--- config.mk ---
export PLATFORM = sky130hd
export DESIGN_NAME = dispatch_buf
export DESIGN_NICKNAME = d
export VERILOG_FILES = /design/src/rtl/dispatch_buf.sv
export SDC_FILE = /design/constraint.sdc
export NUM_CORES = 1
export LEC_CHECK = 0
export CELL_PAD_IN_SITES_DETAIL_PLACEMENT = 2
export CELL_PAD_IN_SITES_GLOBAL_PLACEMENT = 2
export CORE_ASPECT_RATIO = 2
export CORE_UTILIZATION = 33
export DETAILED_ROUTE_END_ITERATION = 8
export GPL_TIMING_DRIVEN = 0
export PLACE_DENSITY = 0.86
export SLEW_MARGIN = 20
export SYNTH_ARGS = -nofsm -noshare
export SYNTH_HDL_FRONTEND = slang
export SYNTH_SLANG_ARGS = --single-unit
--- constraint.sdc ---
create_clock -name clock -period 3.1 [get_ports clock]
set_input_delay 0.62 -clock clock [delete_from_list [all_inputs] [get_ports clock]]
set_output_delay 0.62 -clock clock [all_outputs]
set_load 0.05 [all_outputs]
--- src/rtl/dispatch_buf.sv ---
// dispatch_buf
//   FIFO buffer between an in-order instruction source and a 3-entry
//   downstream instruction queue. Each cycle it dispatches up to two
//   instructions, never more than the queue has free slots for.
//
// Parameters
//   DEPTH : buffer entries (power of two, >= 2)
//   WIDTH : instruction payload bits
//
// Ports
//   clock      in   single clock, all state updates on posedge
//   reset      in   synchronous, active-high reset
//   enqValid   in   upstream offers an instruction this cycle
//   enqData    in   offered payload
//   enqReady   out  buffer accepts an instruction this cycle
//   iqValid    in   valid bits of the downstream 3-entry queue
//   flushAll   in   discard all buffered instructions
//   iqLoads    out  dispatch strobes, bit 0 = port 0, bit 1 = port 1
//   disp0Data  out  payload on dispatch port 0 (oldest entry)
//   disp1Data  out  payload on dispatch port 1 (second-oldest entry)
//   occupancy  out  current entry count
//   stallCount out  saturating stall-cycle counter, present only when
//                   DISPATCH_BUF_STALL_STATS_EN is defined
//
// Handshake: an instruction transfers in on a clock edge exactly when
// enqValid && enqReady are both high in the cycle before that edge;
// enqValid may be offered regardless of enqReady, and enqReady depends
// only on registered occupancy and flushAll, never on enqValid or on the
// same-cycle dispatch. An instruction is delivered downstream in any
// cycle its iqLoads bit is high; there is no back-pressure on iqLoads.

module dispatch_buf #(
    parameter int DEPTH = 4,
    parameter int WIDTH = 8
) (
    input  logic                       clock,
    input  logic                       reset,
    input  logic                       enqValid,
    input  logic [WIDTH-1:0]           enqData,
    output logic                       enqReady,
    input  logic [2:0]                 iqValid,
    input  logic                       flushAll,
    output logic [1:0]                 iqLoads,
    output logic [WIDTH-1:0]           disp0Data,
    output logic [WIDTH-1:0]           disp1Data,
    output logic [$clog2(DEPTH):0]     occupancy
`ifdef DISPATCH_BUF_STALL_STATS_EN
    ,
    output logic [15:0]                stallCount
`endif
);

    localparam int PW = $clog2(DEPTH);
    localparam logic [PW:0] FULL = (PW+1)'(DEPTH);

    logic [WIDTH-1:0] mem [DEPTH];
    logic [PW-1:0]    head;
    logic [PW-1:0]    tail;
    logic [PW-1:0]    head_plus1;
    logic [PW:0]      occ;
    logic [1:0]       free;
    logic [1:0]       occ_cap;
    logic [1:0]       n;
    logic             accept;

    // Readiness is taken from the registered count only, so a full buffer
    // stays not-ready in the same cycle it dispatches.
    assign enqReady = (occ < FULL) && !flushAll;
    assign accept   = enqValid && enqReady;

    // Dispatch count n = min(occupancy, free queue slots, 2).
    always_comb begin
        free = 2'd0;
        for (int i = 0; i < 3; i++) begin
            free = free + {1'b0, ~iqValid[i]};
        end
        occ_cap = (occ >= (PW+1)'(2)) ? 2'd2 : occ[1:0];
        n = occ_cap;
        if (free < n) begin
            n = free;
        end
        if (flushAll) begin
            n = 2'd0;
        end
    end

    // n is 0..2, so this encoding can never produce 2'b10.
    assign iqLoads    = {n[1], n[1] | n[0]};
    assign head_plus1 = head + PW'(1);
    assign disp0Data  = mem[head];
    assign disp1Data  = mem[head_plus1];
    assign occupancy  = occ;

    // Pointer/count state. A newly written entry is only visible through
    // occ on the following cycle, so there is no enqueue-to-dispatch bypass.
    // For DEPTH=2 the truncating cast of n=2 correctly leaves head in place.
    always_ff @(posedge clock) begin
        if (reset) begin
            head <= '0;
            tail <= '0;
            occ  <= '0;
        end else if (flushAll) begin
            occ  <= '0;
            head <= tail;
        end else begin
            if (accept) begin
                tail <= tail + PW'(1);
            end
            head <= head + PW'(n);
            occ  <= occ + (PW+1)'(accept) - (PW+1)'(n);
        end
    end

    // Payload storage carries no reset; stale entries are never dispatched
    // because occ gates n.
    always_ff @(posedge clock) begin
        if (accept && !reset) begin
            mem[tail] <= enqData;
        end
    end

`ifdef DISPATCH_BUF_STALL_STATS_EN
    logic [15:0] stall_cnt;

    // Counts cycles where work is waiting but the queue has no room.
    always_ff @(posedge clock) begin
        if (reset) begin
            stall_cnt <= '0;
        end else if ((occ != '0) && (free == 2'd0) && !flushAll &&
                     (stall_cnt != 16'hFFFF)) begin
            stall_cnt <= stall_cnt + 16'd1;
        end
    end

    assign stallCount = stall_cnt;
`endif

endmodule

==> results list, run 1 <==
- Counting I/O delays and the setup requirement, the final critical path takes 2.975 ns.
* WP data arrival: 3.14 ns
- The path class of the tightest hold or removal check is reg -> reg.
- After detailed routing, the average wire length per cell comes to 21.02 um.
- IR drop worst, VDD: 343.7 uV
- Across the run, the number of max-cap violations was 0.
* Floorplan die area: approximately 6300 um2
- Crit path top cell by count: inv_2
* Total vias in the final route: 1150
* Crit path max-delay cell type: fa_2
- Port bufs: 34
* Synth async-reset ratio: 0%
- The longest clock path from root to sink contains 2 buffers.
* Run status: completed
* Startpoint types: input port
- Counting distinct cell types in the post-synthesis netlist gives 27.
- For flop-to-flop paths, the worst setup slack is ~0.24 ns.
- The cell count after synthesis came out at 112.
* Simple-gate area share of the yosys netlist: 6.454%
- The routed design has 4.541 mm of wire.
- Crit. End Element: register
- Across the routed clock network, the largest skew measured is 0.002087 ns.
- Total power: 1.426 mW
* Final Hold Fails: 0
- Summing all flip-flop and latch instances after layout gives 1101 um2.
- Initial antenna violation count: 0
- Measured along the x axis, the die boundary spans 56.47 um.
- Counting the fill cells in the layout gives between 500 and 600.
- Traced cell by cell, the critical path runs through dlygate4sd2_1 -> fa_2 -> inv_2 -> ha_1 -> nor2b_4 -> a21oi_2 -> nor3_2 -> ha_1 -> inv_2 -> ha_4 -> inv_2 -> fa_2 -> xor2_2 -> nand2_1 -> nor4b_2.
- Post-synthesis cell area: between 1500 and 2000 um2
- Ant diodes: 0
* Via count of the first global-routing pass: around 1300
- After the first detailed-routing iteration, the DRC count stood at 34.
- After floorplanning, the core was divided into 39 placement rows.
* Area of the multi-input gates: ~820 um2
- In this run the worst path has a maximum fanout of 2.
- Post-route setup TNS: 0 ns
* Initial Util: 34.30%
- EDFF count, synth: 32
- Floorplan Core Area: 5709 um2
- Summing the areas of all compound-gate instances in the mapped netlist gives 0.8946% of the synthesized area.
- Top-area cell type share of the netlist area: between 40% and 50%
- Synth Flop Type: edfxtp_1
* Post-Synth Adder-Cell Area: 8.435%
- For this run the aggregate overflow at the end of global routing stands at 0.
- TritonCTS clock tree: built
- For this run, design rule violations remaining after detail routing come to 0.
- Number of warnings reported in the yosys synthesis log: 0
- Cells fill 45.06% of the core in the end.
- In the finished design, the share of the clock period the worst path needs comes to 95.95%.
- Static timing analysis puts the maximum clock frequency at 336.2 MHz.
- After synthesis, flip-flops and latches occupy a little under three fifths of the total area.
- Worst skew pair latency: 0.28 ns
- Crit Path Class: in -> reg
- Post-detail-place hpwl: 3.579 mm
- Average footprint of a synthesized cell: 17.48 um2
* Areal power density over the cells: 554.2 nW/um2
- Top Ports: 37
* Required time at the worst-slack endpoint: 3.27 ns
* Delay of the slowest cell on the worst path: around 0.35 ns
- Total GRT Usage: 16.30%
- Clock-pin slew was measured on the worst setup and hold paths at 0.05 ns.
- Via density: between 5 and 6
* Area added between synthesis and finish: 31.37%
* P_leak: 0.9325 nW
- Clock H-tree levels: 2
- Share of cell area taken by muxes after synthesis: 20.96%
- Top cells by area, synth: edfxtp_1, mux4_1, mux4_2
- The count of nets left with antenna violations once routing finished came out at 0.
* Flip-flop and latch count after synthesis: 39
* Worst relative slew slack: 65.93%
- At the end of routability-driven placement, the weighted congestion stood at a little under 0.7.
- Cell taking the most area after synthesis: edfxtp_1
* Clock Root Buffer: clkbuf_16
- For the pin with the worst max-slew slack, the measured transition is 0.5095 ns.
- The count of pins over their slew limit was 0.
- Setup Viol. Count Final: 0
- TritonCTS sink count: 39
* Fraction of synthesized cell area in xor and xnor cells: 2.109%
* Unrepaired setup endpoints after global routing: true
* Num CTS Buffers: 5
* First-pass GRT wire length: 7.355 mm
* Largest net degree at the start of global routing: 12
- After synthesis, the largest family of logic cells by area is multiplexers.
- The first detailed-routing pass ran for 4 iterations.
- In the final layout, the share of cells above drive strength 1 is 25.16%.
- The number of nets in the synthesized netlist is 139.
- Nets: between 150 and 200
* Overall die height: 110.9 um
-- worst max-delay path: cells and delay by family --
kind	cells	cell delay [ns]
fa+ha+maj	5	1.33
buf+inv	4	0.42
compound gates	1	0.15
simple gates	4	0.44
xor+xnor	1	0.18
-- cell usage after synthesis, types with 2 or more instances --
| library cell | instances |
|---|---|
| dfxtp_1 | 7 |
| a21oi_1 | 2 |
| nand2_1 | 3 |
| buf_6 | 2 |
| and2_1 | 4 |
| edfxtp_1 | 32 |
| mux4_2 | 8 |
| buf_4 | 2 |
| inv_1 | 8 |
| mux2i_1 | 2 |
| nor2b_1 | 2 |
| nor3_1 | 2 |
| fa_1 | 2 |
| mux4_1 | 8 |
| ha_1 | 10 |
| nor2_1 | 7 |
-- sequential cells by signal, summed over array words and instances (netlist names) --
signal / count
tail: 2
head: 2
occupancy: 3
mem: 32
-- cell type report --
class | instances | area share [%]
multi-input combinational | 58 | 31.71
buffer | 6 | 2.432
sequential | 39 | 42.80
tap | 61 | 2.967
clock inverter | 2 | 0.3405
inverter | 9 | 1.313
clock buffer | 5 | 4.864
timing repair buffer | 36 | 13.57
-- per-stage QoR --
step / instances / cell area, um2 / setup WS, ns / hold slack, ns
finish: 216 / 2572 / 0.1255 / 0.5561
global route: 216 / 2572 / -0.03221 / 0.5915
CTS: 216 / 2569 / -0.003875 / 0.5573
detailed placement: 207 / 2380 / -0.7048 / 0.5428
global placement: 207 / 2380 / -0.5698 / 0.5090
floorplan: 112 / 1963 / 0.01564 / 0.4788
-- placed cells by master, fill, tap and decap left out, drive strengths merged, types with 2 or more instances in the layout --
cell           count
nor2               7
clkbuf             6
a21oi              2
ha                10
clkdlybuf4s50     29
fa                 2
clkinv             2
mux2i              2
nand2              3
dfxtp              7
dlygate4sd2        2
inv                9
clkdlybuf4s15      2
mux4              16
buf                8
nor3b              2
edfxtp            32
and2               4
nor3               2
nor2b              2
-- report_power, final --
part / switching, mW / internal, mW / total (mW)
Clock: 0.179 / 0.288 / 0.467
Sequential: 0.0131 / 0.582 / 0.595
Combinational: 0.210 / 0.154 / 0.364
-- what timing repair did --
action,in CTS,in global routing
gates resized for setup,21,3
pin swaps,7,3
buffers inserted,2,0
hold buffers,0,0
endpoints found under the setup margin,4,2
-- worst paths after layout --
check / from / endpoint / depth (start not counted)
max: iqValid[2] / occupancy[2] / 15
min: tail[1] / tail[1] / 2
max reg2reg: occupancy[2] / occupancy[2] / 14
min reg2reg: tail[1] / tail[1] / 2
-- cell families (layout without fill, tap and decap cells) --
logic type / count (synthesis) / after routing
AO/OA/AOI/OAI: 3 / 3
buffers and inverters: 15 / 58
AND/OR/NAND/NOR: 22 / 22
XOR/XNOR: 3 / 3
multiplexers: 18 / 18
adder cells (fa/ha/maj): 12 / 12
flip-flops: 39 / 39
-- layer usage --
layer	track usage (%)	part of all wire [%]
met5	0	0
met4	8.130	2.6
met3	2.917	3.6
met2	32.31	63
met1	14.67	30
Power figures use the tool's default switching activity.
==> run 2: changes to the inputs <==
Settings changed: CORE_UTILIZATION 33 to 35, CTS_BUF_LIST set to sky130_fd_sc_hd__clkbuf_4 sky130_fd_sc_hd__clkbuf_8, PLACE_DENSITY 0.86 to 0.9.
==> run 2 against run 1 <==
  * Sequential power hardly changed
  * Clock power increased by 8.1%
  * Sequential cell count stayed put
  * Total power rose by 3.3%
  * Register-to-register slack about the same
  * Worst setup slack lost 0.026 ns
  * Combinational power grew 2%
  * Final area increased by 0.29%
  * Critical path type is now in -> out
  * Highest routed layer unchanged
  * Clock skew about the same
  * Critical path depth is 6 lower
  * Wire length grew 2.2%
==> results list, run 2 (synthesized netlist as in run 1, its figures left out) <==
* Routed Wire Length: 4.640 mm (+2.2%)
- Startpoint types: input port
- Setup slack of the most critical reg-to-reg path: 0.25 ns (about the same)
- P_leak: 0.9333 nW (about the same)
- Hold WS: 0.5490 ns (-0.007113 ns)
- Delay of the slowest cell on the worst path: 0.55 ns (+0.20 ns)
- More flip-flops sit in one register than any other, and that register is mem.
- The endpoint arrival time on the critical path was 2.38 ns (-0.76 ns).
- The vertical die dimension was 107.8 um (-2.8%).
* First-pass GRT wire length: 7.369 mm (+0.19%)
- Initial antenna violation count: 0 (unchanged)
- The DRC violation total after the first TritonRoute iteration came to 15 (-56%).
- Traced cell by cell, the critical path runs through buf_6 -> fa_2 -> inv_2 -> ha_4 -> nor2b_4 -> a21oi_2 -> buf_4 -> o31ai_2 -> dlygate4sd2_1.
- The share of layout cells above drive strength 1 was 28.21% (+3.0 points).
- Floorplan die area: 5916 um2 (-5.6%)
* Unrepaired setup endpoints after global routing: false
- Cell depth of the worst flop-to-flop path: 14 (unchanged)
* Final critical delay including setup and external delays: 3.001 ns (+0.02598 ns)
- Dpl ws: -0.8929 ns (-0.1881 ns)
- The H-tree depth came to 2 (unchanged).
- Max-slew violation total from the final report: 0 (unchanged)
- The final critical-path share of the clock period is 96.79% (+0.84 points).
* Ant diodes: 0 (unchanged)
- The met2 routed wirelength came to 2.937 mm (+1.9%).
- The relative slew slack was 66.38% (+0.45 points).
- DRC violations left: 0 (unchanged)
* Post-detail-place hpwl: 3.361 mm (-6.1%)
- The floorplan row count came to 38 (-2.6%).
- The max-cap check violation count was 0 (unchanged).
* Crit Reg-Reg Startpoint: occupancy[2]
- Floorplan Core Area: 5420 um2 (-5.1%)
- The cell sitting at the root of the clock tree is a clkbuf_8.
- The maximum number of pins on one net before global-route repair is 13 (+1).
- The via count of the first global-routing pass is 1376 (+2.0%).
- The number of clock buffers inserted by TritonCTS was 5 (unchanged).
- The required arrival time at the worst endpoint came to 2.48 ns (-0.79 ns).
* Depth of the critical timing path with buffers and inverters included: 9 (-6)
- Areal power density over the cells: 570.6 nW/um2 (+3.0%)
- Final clock skew: 0.001759 ns (-0.0003283 ns)
- The share of the core filled with cells in the final layout came to 47.60% (+2.5 points).
- Topmost layer with routed signal wires: met4
- The remaining antenna violation count came to 0 (unchanged).
- The top-level I/O count came to 37 (unchanged).
- The most critical setup path has its endpoint at iqLoads[0].
- The flip-flop count of the largest register, all copies and words added came to 32 (unchanged).
* Final Hold Fails: 0 (unchanged)
- Launch point of the worst path: iqValid[0]
- The run finished with clean final reports.
- Endpoint of the worst-slack reg-to-reg timing path: occupancy[2]
* Maximum clock insertion buffer count: 2 (unchanged)
- Commonest non-fill, non-tap cells in the layout: edfxtp_1, clkdlybuf4s50_1, mux4_2, mux4_1, ha_1
- The largest individual stage delay along the critical path comes from the cell dlygate4sd2_1.
* Most common cell after layout, fill and taps aside: edfxtp_1
* Global route overflow: 0 (unchanged)
* Area added between synthesis and finish: 31.76%
- The count of input and output buffers is 34 (unchanged).
* Placer Congestion: 0.7363 (+5.9%)
- The worst setup path is of the in -> out kind.
- Crit path max-delay family: buffers and inverters
* Drt wl/cell: 21.48 um (+2.2%)
* Crit. End Element: output pin
- Worst skew pair latency: 0.28 ns (about the same)
- The path class of the tightest hold or removal check is reg -> reg.
* Clock input transition at the sequential cells of the worst setup and hold paths: 0.08 ns (+0.03 ns)
- Worst path buffer plus inverter count: 4 (unchanged)
* Total GRT Usage: 18.29% (+2.0 points)
* Met3 layer wire length in the routed design: 114 um (-30%)
- Detailed-router iteration count before antenna repair: 4 (unchanged)
* TritonCTS clock tree: built
- Pin slew with the least headroom to its limit: 0.5028 ns (-0.006738 ns)
* Peak clock frequency supported by timing: 333.3 MHz (-0.87%)
* Via density: 5.306 (-0.35%)
- The initial cell density of the core was 36.13% (+1.8 points).
- The number of nets in the finished design is 182 (unchanged).
- Post-route met1 wirelength: 1.525 mm (+11%)
* Die extent in x: 54.89 um (-2.8%)
- The routed via count was 1146 (-0.35%).
- Setup Viol. Count Final: 0 (unchanged)
* Largest driver fanout on the critical path: 2 (unchanged)
- The maximum vdd drop was 334.7 uV (-2.6%).
- The sink count of the clock tree was 39 (unchanged).
* Final setup margin: 0.09950 ns (-0.02598 ns)
-- run 2: layer usage --
layer	GRT usage, %	up-vias
met2	35.89	32
met5	0	-
met3	2.119	6
met1	17.90	594
li1	-	514
met4	5.893	0
-- run 2: repair_timing --
action                     4_1_cts  5_1_grt
hold buffers                     0        0
gates resized for setup         29        1
pin swaps                        8        5
gates cloned                     0        0
buffers inserted                 2        0
setup endpoints to repair        4        1
-- run 2: worst min path at each step --
stage / from / to / slack [ns] / cells past startpoint
after floorplan: tail[1] / tail[1] / 0.48 / 2
after global placement: tail[1] / tail[1] / 0.50 / 2
after detailed placement: tail[1] / tail[1] / 0.53 / 2
after CTS: tail[1] / tail[1] / 0.55 / 2
after global routing: flushAll / occupancy[2] / 0.59 / 2
final: tail[1] / tail[1] / 0.55 / 2
-- run 2: layout make-up --
class                      instances  area, um2
buffer                             6      62.56
clock buffer                       6      76.32
clock inverter                     2      60.06
fill                             524       2840
inverter                           9      33.78
multi-input combinational         58      825.8
sequential                        39       1101
tap                               60      75.07
timing repair buffer              36      345.3
-- run 2: per-stage QoR --
step / power (mW) / setup TNS (ns) / area, um2 / std cells
finish: 1.472 / 0 / 2580 / 216
global route: 1.527 / 0 / 2580 / 216
CTS: 1.482 / 0 / 2580 / 216
detailed placement: 0.9436 / -2.187 / 2379 / 206
global placement: 0.9230 / -1.554 / 2379 / 206
floorplan: 0.8324 / 0 / 1963 / 112
-- run 2: report_power, final --
part           internal, mW  switching [mW]  leakage (nW)
Sequential            0.581          0.0152         0.346
Combinational         0.158           0.214         0.518
Clock                 0.330           0.174        0.0688
-- run 2: tightest hold or removal path, stage by stage, from the launching register on --
cell     delay, ns
dfxtp_1       0.36
nand2_1       0.08
a21oi_1       0.06
==> run 3: changes to the inputs <==
Settings changed: CAP_MARGIN set to 15.
==> results of run 3 <==
The final DEF is identical to that of run 2; final timing and power are the same.
